<file path="config.mk">
export PLATFORM = sky130hd
export DESIGN_NAME = booth_r4_seq_mul_flat
export DESIGN_NICKNAME = d
export VERILOG_FILES = /design/src/rtl/booth_r4_seq_mul_if.sv /design/src/rtl/booth_r4_seq_mul.sv /design/src/flat_wrapper.sv
export SDC_FILE = /design/constraint.sdc
export NUM_CORES = 1
export LEC_CHECK = 0
export CORE_MARGIN = 2
export CORE_UTILIZATION = 60
export DETAILED_ROUTE_END_ITERATION = 10
export PLACE_DENSITY = 0.85
export SYNTH_ARGS = -nofsm -noshare
export SYNTH_HDL_FRONTEND = slang
export SYNTH_SLANG_ARGS = --single-unit
</file>
<file path="constraint.sdc">
create_clock -name clk -period 14.6 [get_ports clk]
set_clock_uncertainty 0.05 [all_clocks]
set_input_delay 2.19 -clock clk [delete_from_list [all_inputs] [get_ports clk]]
set_output_delay 2.19 -clock clk [all_outputs]
set_load 0.1 [all_outputs]
</file>
<file path="src/rtl/booth_r4_seq_mul_if.sv">
// Operand/product valid-ready bundle for the radix-4 Booth multiplier.
// master = operand producer / result consumer side, slave = multiplier side.
interface booth_r4_seq_mul_if #(
    parameter int W = 16
);
    logic           in_valid;
    logic           in_ready;
    logic [W-1:0]   x;
    logic [W-1:0]   y;
    logic           out_valid;
    logic           out_ready;
    logic [2*W-1:0] product;

    modport master (
        output in_valid, x, y, out_ready,
        input  in_ready, out_valid, product
    );

    modport slave (
        input  in_valid, x, y, out_ready,
        output in_ready, out_valid, product
    );
endinterface

</file>
<file path="src/rtl/booth_r4_seq_mul.sv">
// Iterative radix-4 Booth multiplier: one Booth group per RUN cycle, W/2 cycles per product.
// Signed 2W-bit result is held in DONE until the consumer takes it.
module booth_r4_seq_mul #(
    parameter int W = 16
) (
    input  logic                clk,
    input  logic                rst,
    booth_r4_seq_mul_if.slave   bus,
    output logic                busy,
    output logic [2:0]          grp_dbg
);
    localparam int NGRP = W / 2;
    localparam int CW   = (NGRP > 1) ? $clog2(NGRP) : 1;
    localparam logic [CW-1:0] LAST = CW'(NGRP - 1);

    typedef enum logic [1:0] {IDLE, RUN, DONE} state_t;

    state_t         state, state_nxt;
    logic [W-1:0]   xr;
    logic [W:0]     ysh;
    logic [2*W-1:0] acc;
    logic [CW-1:0]  cnt;

    logic [2:0]     g;
    logic [W:0]     pp;
    logic           cout;
    logic [2*W-1:0] term;
    logic [2*W-1:0] addend;

    // y is latched with a zero appended below bit 0 (the y[-1] term) and shifted
    // right two bits per group, so the current group always sits in ysh[2:0].
    assign g = ysh[2:0];

    always_comb begin
        pp   = '0;
        cout = 1'b0;
        case (g)
            3'b001, 3'b010: pp = {xr[W-1], xr};
            3'b011:         pp = {xr, 1'b0};
            3'b100: begin
                pp   = {~xr, 1'b1};
                cout = 1'b1;
            end
            3'b101, 3'b110: begin
                pp   = {~xr[W-1], ~xr};
                cout = 1'b1;
            end
            default: ;
        endcase
    end

    assign term   = {{(W-1){pp[W]}}, pp} + {{(2*W-1){1'b0}}, cout};
    assign addend = term << {cnt, 1'b0};

    always_ff @(posedge clk) begin
        if (rst) state <= IDLE;
        else     state <= state_nxt;
    end

    always_comb begin
        state_nxt    = state;
        bus.in_ready = 1'b0;
        bus.out_valid = 1'b0;
        busy         = 1'b1;
        grp_dbg      = 3'b000;
        case (state)
            IDLE: begin
                bus.in_ready = 1'b1;
                busy         = 1'b0;
                if (bus.in_valid) state_nxt = RUN;
            end
            RUN: begin
                grp_dbg = g;
                if (cnt == LAST) state_nxt = DONE;
            end
            DONE: begin
                bus.out_valid = 1'b1;
                if (bus.out_ready) state_nxt = IDLE;
            end
            default: state_nxt = IDLE;
        endcase
    end

    always_ff @(posedge clk) begin
        if (rst) begin
            xr  <= '0;
            ysh <= '0;
            acc <= '0;
            cnt <= '0;
        end else begin
            case (state)
                IDLE: if (bus.in_valid) begin
                    xr  <= bus.x;
                    ysh <= {bus.y, 1'b0};
                    acc <= '0;
                    cnt <= '0;
                end
                RUN: begin
                    acc <= acc + addend;
                    ysh <= ysh >> 2;
                    cnt <= cnt + 1'b1;
                end
                default: ;
            endcase
        end
    end

    assign bus.product = acc;
endmodule
</file>
<file path="src/flat_wrapper.sv">
// flat-port wrapper written by rule: the top's interface ports become plain ports
module booth_r4_seq_mul_flat 
#(
    parameter int W = 16
)
  (clk, rst, busy, grp_dbg, bus_in_valid, bus_x, bus_y, bus_out_ready, bus_in_ready, bus_out_valid, bus_product);
  booth_r4_seq_mul_if #(.W(W)) bus_i ();
  input  logic clk;
  input  logic rst;
  output logic busy;
  output logic [2:0] grp_dbg;
  input wire logic [$bits(bus_i.in_valid)-1:0] bus_in_valid;
  input wire logic [$bits(bus_i.x)-1:0] bus_x;
  input wire logic [$bits(bus_i.y)-1:0] bus_y;
  input wire logic [$bits(bus_i.out_ready)-1:0] bus_out_ready;
  output wire logic [$bits(bus_i.in_ready)-1:0] bus_in_ready;
  output wire logic [$bits(bus_i.out_valid)-1:0] bus_out_valid;
  output wire logic [$bits(bus_i.product)-1:0] bus_product;
  assign bus_i.in_valid = bus_in_valid;
  assign bus_i.x = bus_x;
  assign bus_i.y = bus_y;
  assign bus_i.out_ready = bus_out_ready;
  assign bus_in_ready = bus_i.in_ready;
  assign bus_out_valid = bus_i.out_valid;
  assign bus_product = bus_i.product;
  booth_r4_seq_mul #(.W(W)) u_core (.clk(clk), .rst(rst), .bus(bus_i), .busy(busy), .grp_dbg(grp_dbg));
endmodule
</file>
==> results of run 1 <==
[routing by layer]
metal / up-vias / GRT usage [%] / wire (um)
li1: 2942 / - / -
met2: 229 / 49.5 / 7290
met1: 2760 / 41.8 / 7000
met3: 20 / 4.95 / 1000
met4: 0 / 8.50 / 236
met5: - / 0 / 0
[registers in the layout, indices dropped and copies added (netlist names)]
register            flops
u_core.bus.product     32
u_core.state            2
u_core.xr              16
u_core.ysh             17
u_core.cnt              3
[layout make-up]
class	count	area share, %
inverter	15	0.828
clock buffer	11	2.08
clock inverter	5	0.497
tap	133	2.45
multi-input combinational	645	61.9
timing repair buffer	82	11.7
sequential	70	20.6
[power breakdown]
group	total [mW]	switching [mW]	internal [mW]	leakage, nW
clock	0.145	0.0789	0.0663	0.0857
combinational	0.268	0.174	0.0938	2.04
sequential	0.222	0.0173	0.204	0.573
[worst min path at each step]
stage	depth (start not counted)	slack [ns]	startpoint	end
floorplan	2	0.40	u_core.ysh[15]$_SDFFE_PP0P_	u_core.ysh[15]$_SDFFE_PP0P_
global placement	2	0.41	u_core.ysh[15]$_SDFFE_PP0P_	u_core.ysh[15]$_SDFFE_PP0P_
detailed placement	2	0.41	u_core.ysh[15]$_SDFFE_PP0P_	u_core.ysh[15]$_SDFFE_PP0P_
CTS	2	0.42	u_core.ysh[15]$_SDFFE_PP0P_	u_core.ysh[15]$_SDFFE_PP0P_
global route	2	0.45	u_core.ysh[10]$_SDFFE_PP0P_	u_core.ysh[10]$_SDFFE_PP0P_
finish	2	0.42	u_core.ysh[15]$_SDFFE_PP0P_	u_core.ysh[15]$_SDFFE_PP0P_
[layout by cell type, fill, tap and decap left out, types with 14 or more instances in the layout]
cell / netlist / routed
nand2_1: 117 / 117
a21oi_1: 98 / 98
clkdlybuf4s50_1: 0 / 72
dfxtp_1: 70 / 70
nor2_1: 59 / 59
ha_1: 36 / 36
xnor2_1: 35 / 35
o21ai_0: 34 / 34
nand3_1: 31 / 31
nor3_1: 15 / 15
a311oi_1: 15 / 15
inv_1: 14 / 14
[critical path, cell delays in order, from the launching register on]
cell,delay (ns)
dfxtp_1,0.67
buf_4,0.36
or3b_4,0.55
o221ai_2,0.36
nand3_4,0.22
nor4_1,0.44
xor2_1,0.15
mux2i_1,0.33
nor2_1,0.08
a211oi_1,0.31
a21oi_1,0.08
ha_1,0.37
and3_1,0.22
nand2_1,0.09
o211ai_1,0.39
o2111ai_1,0.29
a211oi_1,0.51
a221oi_1,0.20
xnor2_1,0.16
a22o_1,0.19
[cells by family (layout without fill, tap and decap cells)]
group	Yosys count	count (layout)
buffers and inverters	67	113
xor gates and xnor gates	47	47
and+or+nand+nor	289	289
adders and majority gates	37	37
muxes	15	15
AOI/OAI and AO/OA	257	257
DFF	70	70
[per-stage QoR]
| step | instance area (um2) | util, % | setup slack, ns | hold slack, ns | power, mW |
|---|---|---|---|---|---|
| after detailed placement | 6620 | 68.7 | 8.63 | 0.412 | 0.488 |
| after global routing | 6800 | 70.5 | 8.04 | 0.452 | 0.668 |
| after CTS | 6800 | 70.5 | 8.58 | 0.423 | 0.634 |
| after global placement | 6620 | 68.7 | 8.94 | 0.407 | 0.482 |
| after floorplan | 5880 | - | 9.74 | 0.398 | 0.428 |
| final | 6800 | 70.5 | 8.43 | 0.421 | 0.635 |
==> results.json, run 1 <==
{
  "die_x_um": 103,
  "start_util_pct": 61.0,
  "die_area_mm2": 0.0106,
  "power.density_mw_per_mm2": 93.3,
  "syn_nets": 855,
  "antenna_found_initial": 0,
  "rsz0062_at_grt": "false",
  "end_kind": "flop",
  "synth_top_family_by_area": "compound AO/OA/AOI/OAI gates",
  "r2r_cells": 19,
  "coreArea_mm2": 0.00964,
  "vias_per_cell": 6.19,
  "firstDrtPassIters": 5,
  "synthAdderAreaFrac_pct": 7.99,
  "max_cap_viol_count": 0,
  "synthTopCellsByArea": "dfxtp_1 (24%), a21oi_1 (8.3%), ha_1 (7.7%)",
  "multi_input_area_mm2": 0.00421,
  "slew_headroom_pct": 20.9,
  "cts_sinks": 70,
  "cts-root-buf": "clkbuf_8",
  "post-dp-hpwl_um": 11400,
  "antennaDiodeCount": 0,
  "worst_slew_pin_slew_ns": 1.19,
  "finalCritPeriodShare_pct": 42.3,
  "r2r_start": "u_core.ysh[2]$_SDFFE_PP0P_",
  "path_max_fanout": 23,
  "final_nets": 896,
  "via_count": 5951,
  "post_cts_buffers": 0,
  "clock_latency_ns": 0.36,
  "drive_gt1_share_pct": 7.73,
  "grt_max_degree": 62,
  "ys.flop_type": "dfxtp_1",
  "grtUsageTotal_pct": 30.4,
  "synthMostInstantiatedCell": "nand2_1",
  "status": "complete, no violations",
  "syn_area_per_cell_um2": 7.52,
  "r2r_end": "u_core.bus.product[29]$_SDFFE_PP0P_",
  "num_rows": 36,
  "synth-warning-count": 0,
  "io-pin-count": 74,
  "synth.distinct_cells": 78,
  "worst_ir_drop_vdd_uv": 65.7,
  "grt_first_pass_wirelength_um": 26100,
  "cts_resized": 0,
  "fmax_mhz": 162,
  "syn_inst": 782,
  "synth_top_area_cell": "dfxtp_1",
  "reg2reg_slack_ns": 8.43,
  "crit_end": "u_core.bus.product[29]$_SDFFE_PP0P_",
  "syn_area_mm2": 0.00588,
  "worstSetupPathType": "reg -> reg",
  "io_buffers": 73,
  "finalHoldViolations": 0,
  "grt_pass1_vias": 5540,
  "worst_setup_path_start_kind": "flop",
  "fin_cells": 961,
  "drc": 0,
  "worst_hold_path_type": "reg -> reg",
  "synth.top_cell.area_share_pct": 23.8,
  "ys_top_cells_by_count": "nand2_1 (117), a21oi_1 (98), dfxtp_1 (70), nor2_1 (59), clkbuf_1 (37)",
  "drt_iter0_drc": 495,
  "synthSimpleGateAreaFrac_pct": 23.9,
  "synthToLayoutAreaGrowth_pct": 15.5,
  "overflow": 0,
  "seqCellArea_mm2": 0.00140,
  "h-tree-depth": 3,
  "synth-async-reset-ratio_pct": 0,
  "fin_setup_tns_ns": 0,
  "routed_wl_um": 15500,
  "place_congestion": 1.01,
  "required_ns": 14.81,
  "cts_tree": "done",
  "ys_ff_latch": 70,
  "dp_cells": 945,
  "startpoint": "u_core.ysh[2]$_SDFFE_PP0P_",
  "synth_compound_area_share_pct": 29.9,
  "post_drt_wl_per_cell_um": 16.2,
  "drtAntennaViolNets": 0,
  "synth_edf_count": 0,
  "cts-hold-fix-buffers": 0,
  "cts_buffers": 9,
  "power.leakage_nw": 2.70,
  "synth_xor_area_share_pct": 7.00,
  "clk_pin_slew_ns": 0.08,
  "cts.path.max_buffers": 2,
  "finalSetupViolCount": 0,
  "dieHeight_um": 103,
  "slew_violations": 0,
  "min_period_ns": 6.17,
  "synthMuxAreaShare_pct": 2.62,
  "ys_seq_area_share_pct": 23.8,
  "fillers": 845,
  "critPathArrivalTime_ns": 6.38
}
No activity file was read; power rests on OpenSTA's default activity.
==> run 2, diff against run 1 <==
CORE_UTILIZATION = 57   (was 60)
PLACE_DENSITY = 0.82   (was 0.85)
clock period = 6.16 ns   (was 14.6 ns; I/O delays follow)
==> run 2 against run 1 <==
Effect of this change: routed wire length decreased by 3.4%; largest cell class unchanged; maximum frequency grew 8.8%; clock power rose to 2.8 times the previous value; utilization is 3.3 points lower; critical endpoint unchanged; worst setup slack worse by 7.9 ns; via count shrank 0.39%; highest routed layer unchanged; critical path type unchanged.
==> results.json, run 2 (same netlist as run 1, synthesis figures left out) <==
{
  "clkPwrFrac_pct": 25.7,
  "path_max_fanout": 15,
  "synthToLayoutAreaGrowth_pct": 16.3,
  "status": "complete, no violations",
  "critPathArrivalTime_ns": 5.88,
  "drc": 0,
  "pwr-share-seq_pct": 33.8,
  "io_buffers": 73,
  "final_common_cell": "nand2_1",
  "post_cts_buffers": 0,
  "fmax_mhz": 176,
  "die_x_um": 106,
  "dieHeight_um": 106,
  "worst_slew_pin_slew_ns": 1.18,
  "largest_reg_flops": 32,
  "required_ns": 6.37,
  "worst_ir_drop_vdd_uv": 142,
  "fillers": 857,
  "rsz0062_at_grt": "false",
  "r2r_end": "u_core.bus.product[29]$_SDFFE_PP0P_",
  "antenna_found_initial": 0,
  "min_to": "u_core.bus.product[31]$_SDFFE_PP0P_",
  "vias_per_cell": 6.15,
  "worstSetupPathType": "reg -> reg",
  "cts.path.max_buffers": 2,
  "place_congestion": 0.958,
  "finalCritPeriodShare_pct": 92.1,
  "worst_setup_path_start_kind": "flop",
  "via_count": 5928,
  "seqCellArea_mm2": 0.00140,
  "cts_tree": "done",
  "power.leakage_nw": 2.72,
  "slew_headroom_pct": 21.4,
  "crit_top_cell": "ha_1",
  "grt_pass1_vias": 5451,
  "mostFrequentLayoutCells": "nand2_1 (117), a21oi_1 (98), clkdlybuf4s50_1 (72), dfxtp_1 (69), nor2_1 (59)",
  "intPower_mw": 0.901,
  "fin_setup_tns_ns": 0,
  "clk_pin_slew_ns": 0.09,
  "power.density_mw_per_mm2": 227,
  "grt_use_met1_pct": 36.7,
  "worst_hold_path_type": "reg -> reg",
  "overflow": 0,
  "coreArea_mm2": 0.0102,
  "drt_iter0_drc": 428,
  "grt_max_degree": 62,
  "drtAntennaViolNets": 0,
  "io-pin-count": 74,
  "grt_first_pass_wirelength_um": 25600,
  "cp_top_family": "compound AO/OA/AOI/OAI gates",
  "max_cap_viol_count": 0,
  "combPwrFrac_pct": 40.6,
  "antennaDiodeCount": 0,
  "drive_gt1_share_pct": 7.97,
  "holdPathStages": 2,
  "fin_util_pct": 67.2,
  "finalSetupViolCount": 0,
  "use_met2_pct": 45.2,
  "start_util_pct": 57.8,
  "min_period_ns": 5.67,
  "cts_buffers": 9,
  "cts_sinks": 70,
  "die_area_mm2": 0.0112,
  "path_cells": "nor2_1 > nor2b_1 > o21ai_0 > a21oi_1 > ha_1 > ha_1 > o21ai_2 > nor4_1 > xor2_1 > mux2i_1 > nor2_1 > a211oi_1 > a21oi_1 > ha_1 > and3_1 > nand2_1 > o211ai_1 > o2111ai_1 > a211oi_1 > a221oi_1 > xnor2_1 > a22o_1",
  "crit_buf_inv": 0,
  "r2r_cells": 22,
  "firstDrtPassIters": 6,
  "finalHoldViolations": 0,
  "multi_input_area_mm2": 0.00421,
  "min_from": "u_core.bus.product[31]$_SDFFE_PP0P_",
  "r2r_start": "u_core.ysh[1]$_SDFFE_PP0P_",
  "h-tree-depth": 3,
  "cts-root-buf": "clkbuf_8",
  "grt.busiest_layer": "met2",
  "post_drt_wl_per_cell_um": 15.6,
  "grtUsageTotal_pct": 27.7,
  "slew_violations": 0,
  "netSwitchingPower_mw": 0.651,
  "sw_frac_of_total_pct": 41.9,
  "crit_path_top_delay_cell": "dfxtp_1",
  "num_rows": 37,
  "clock_latency_ns": 0.37,
  "final_nets": 896,
  "reg2reg_slack_ns": 0.49,
  "cpPeakStageDelay_ns": 0.67,
  "post-dp-hpwl_um": 11000,
  "met3_usage_pct": 4.89,
  "routed_wl_um": 15000,
  "end_kind": "flop"
}
[run 2: layout make-up]
cell class / count / share of cell area, %
Clock inverter: 7 / 1.17
Tap cell: 136 / 2.49
Inverter: 15 / 0.823
Sequential cell: 70 / 20.5
Timing Repair Buffer: 82 / 11.8
Clock buffer: 9 / 1.81
Multi-Input combinational cell: 645 / 61.5
[run 2: worst register-to-register path: stages (launching register included)]
cell and delay, ns:
dfxtp_1 0.67, nor2_1 0.15, nor2b_1 0.17, o21ai_0 0.08, a21oi_1 0.16, ha_1 0.27, ha_1 0.24, o21ai_2 0.15
nor4_1 0.26, xor2_1 0.14, mux2i_1 0.33, nor2_1 0.08, a211oi_1 0.34, a21oi_1 0.10, ha_1 0.38, and3_1 0.22
nand2_1 0.08, o211ai_1 0.40, o2111ai_1 0.30, a211oi_1 0.45, a221oi_1 0.19, xnor2_1 0.16, a22o_1 0.20
[run 2: timing repair]
item                                   CTS  global route
endpoints found under the hold margin    0             0
setup endpoints to repair                0             1
hold buffers                             0             0
gates resized for setup                  0             1
[run 2: routing by layer]
metal / up-vias / part of all wire [%] / routed length [um]
met5: - / 0 / 0
met2: 191 / 47 / 7020
met4: 0 / 2.2 / 323
met1: 2769 / 46 / 6830
li1: 2944 / - / -
met3: 24 / 5.4 / 817
[run 2: worst max path at each step]
| stage | start | to | slack [ns] | depth (start not counted) |
|---|---|---|---|---|
| 3_5_place_dp | u_core.ysh[0]$_SDFFE_PP0P_ | u_core.bus.product[29]$_SDFFE_PP0P_ | 0.64 | 22 |
| 2_1_floorplan | u_core.ysh[2]$_SDFFE_PP0P_ | u_core.bus.product[29]$_SDFFE_PP0P_ | 1.33 | 24 |
| 5_1_grt | u_core.ysh[1]$_SDFFE_PP0P_ | u_core.bus.product[29]$_SDFFE_PP0P_ | 0.002 | 23 |
| 6_report | u_core.ysh[1]$_SDFFE_PP0P_ | u_core.bus.product[29]$_SDFFE_PP0P_ | 0.49 | 22 |
| 4_1_cts | u_core.ysh[0]$_SDFFE_PP0P_ | u_core.bus.product[29]$_SDFFE_PP0P_ | 0.61 | 22 |
| 3_3_place_gp | u_core.ysh[0]$_SDFFE_PP0P_ | u_core.bus.product[29]$_SDFFE_PP0P_ | 0.83 | 22 |
[run 2: power by group through the flow]
stage / Clock, mW / Combinational (mW) / Sequential, mW
CTS: 0.407 / 0.624 / 0.523
global placement: 0 / 0.612 / 0.532
global route: 0.430 / 0.686 / 0.530
detailed placement: 0 / 0.621 / 0.534
floorplan: 0 / 0.381 / 0.632
finish: 0.399 / 0.630 / 0.524
[run 2: per-stage QoR]
step / total power [mW] / setup slack, ns / std cells / area, um2 / hold slack (ns)
floorplan: 1.01 / 1.33 / 782 / 5880 / 0.398
global placement: 1.14 / 0.832 / 948 / 6640 / 0.406
detailed placement: 1.15 / 0.643 / 948 / 6640 / 0.420
CTS: 1.55 / 0.611 / 964 / 6840 / 0.433
global route: 1.65 / 0.00189 / 964 / 6850 / 0.451
finish: 1.55 / 0.489 / 964 / 6850 / 0.429
==> run 3, diff against run 2 <==
CTS_CLUSTER_DIAMETER = 40   (was unset)
==> results of run 3 <==
Final layout, timing and power as in run 2 (identical DEF).
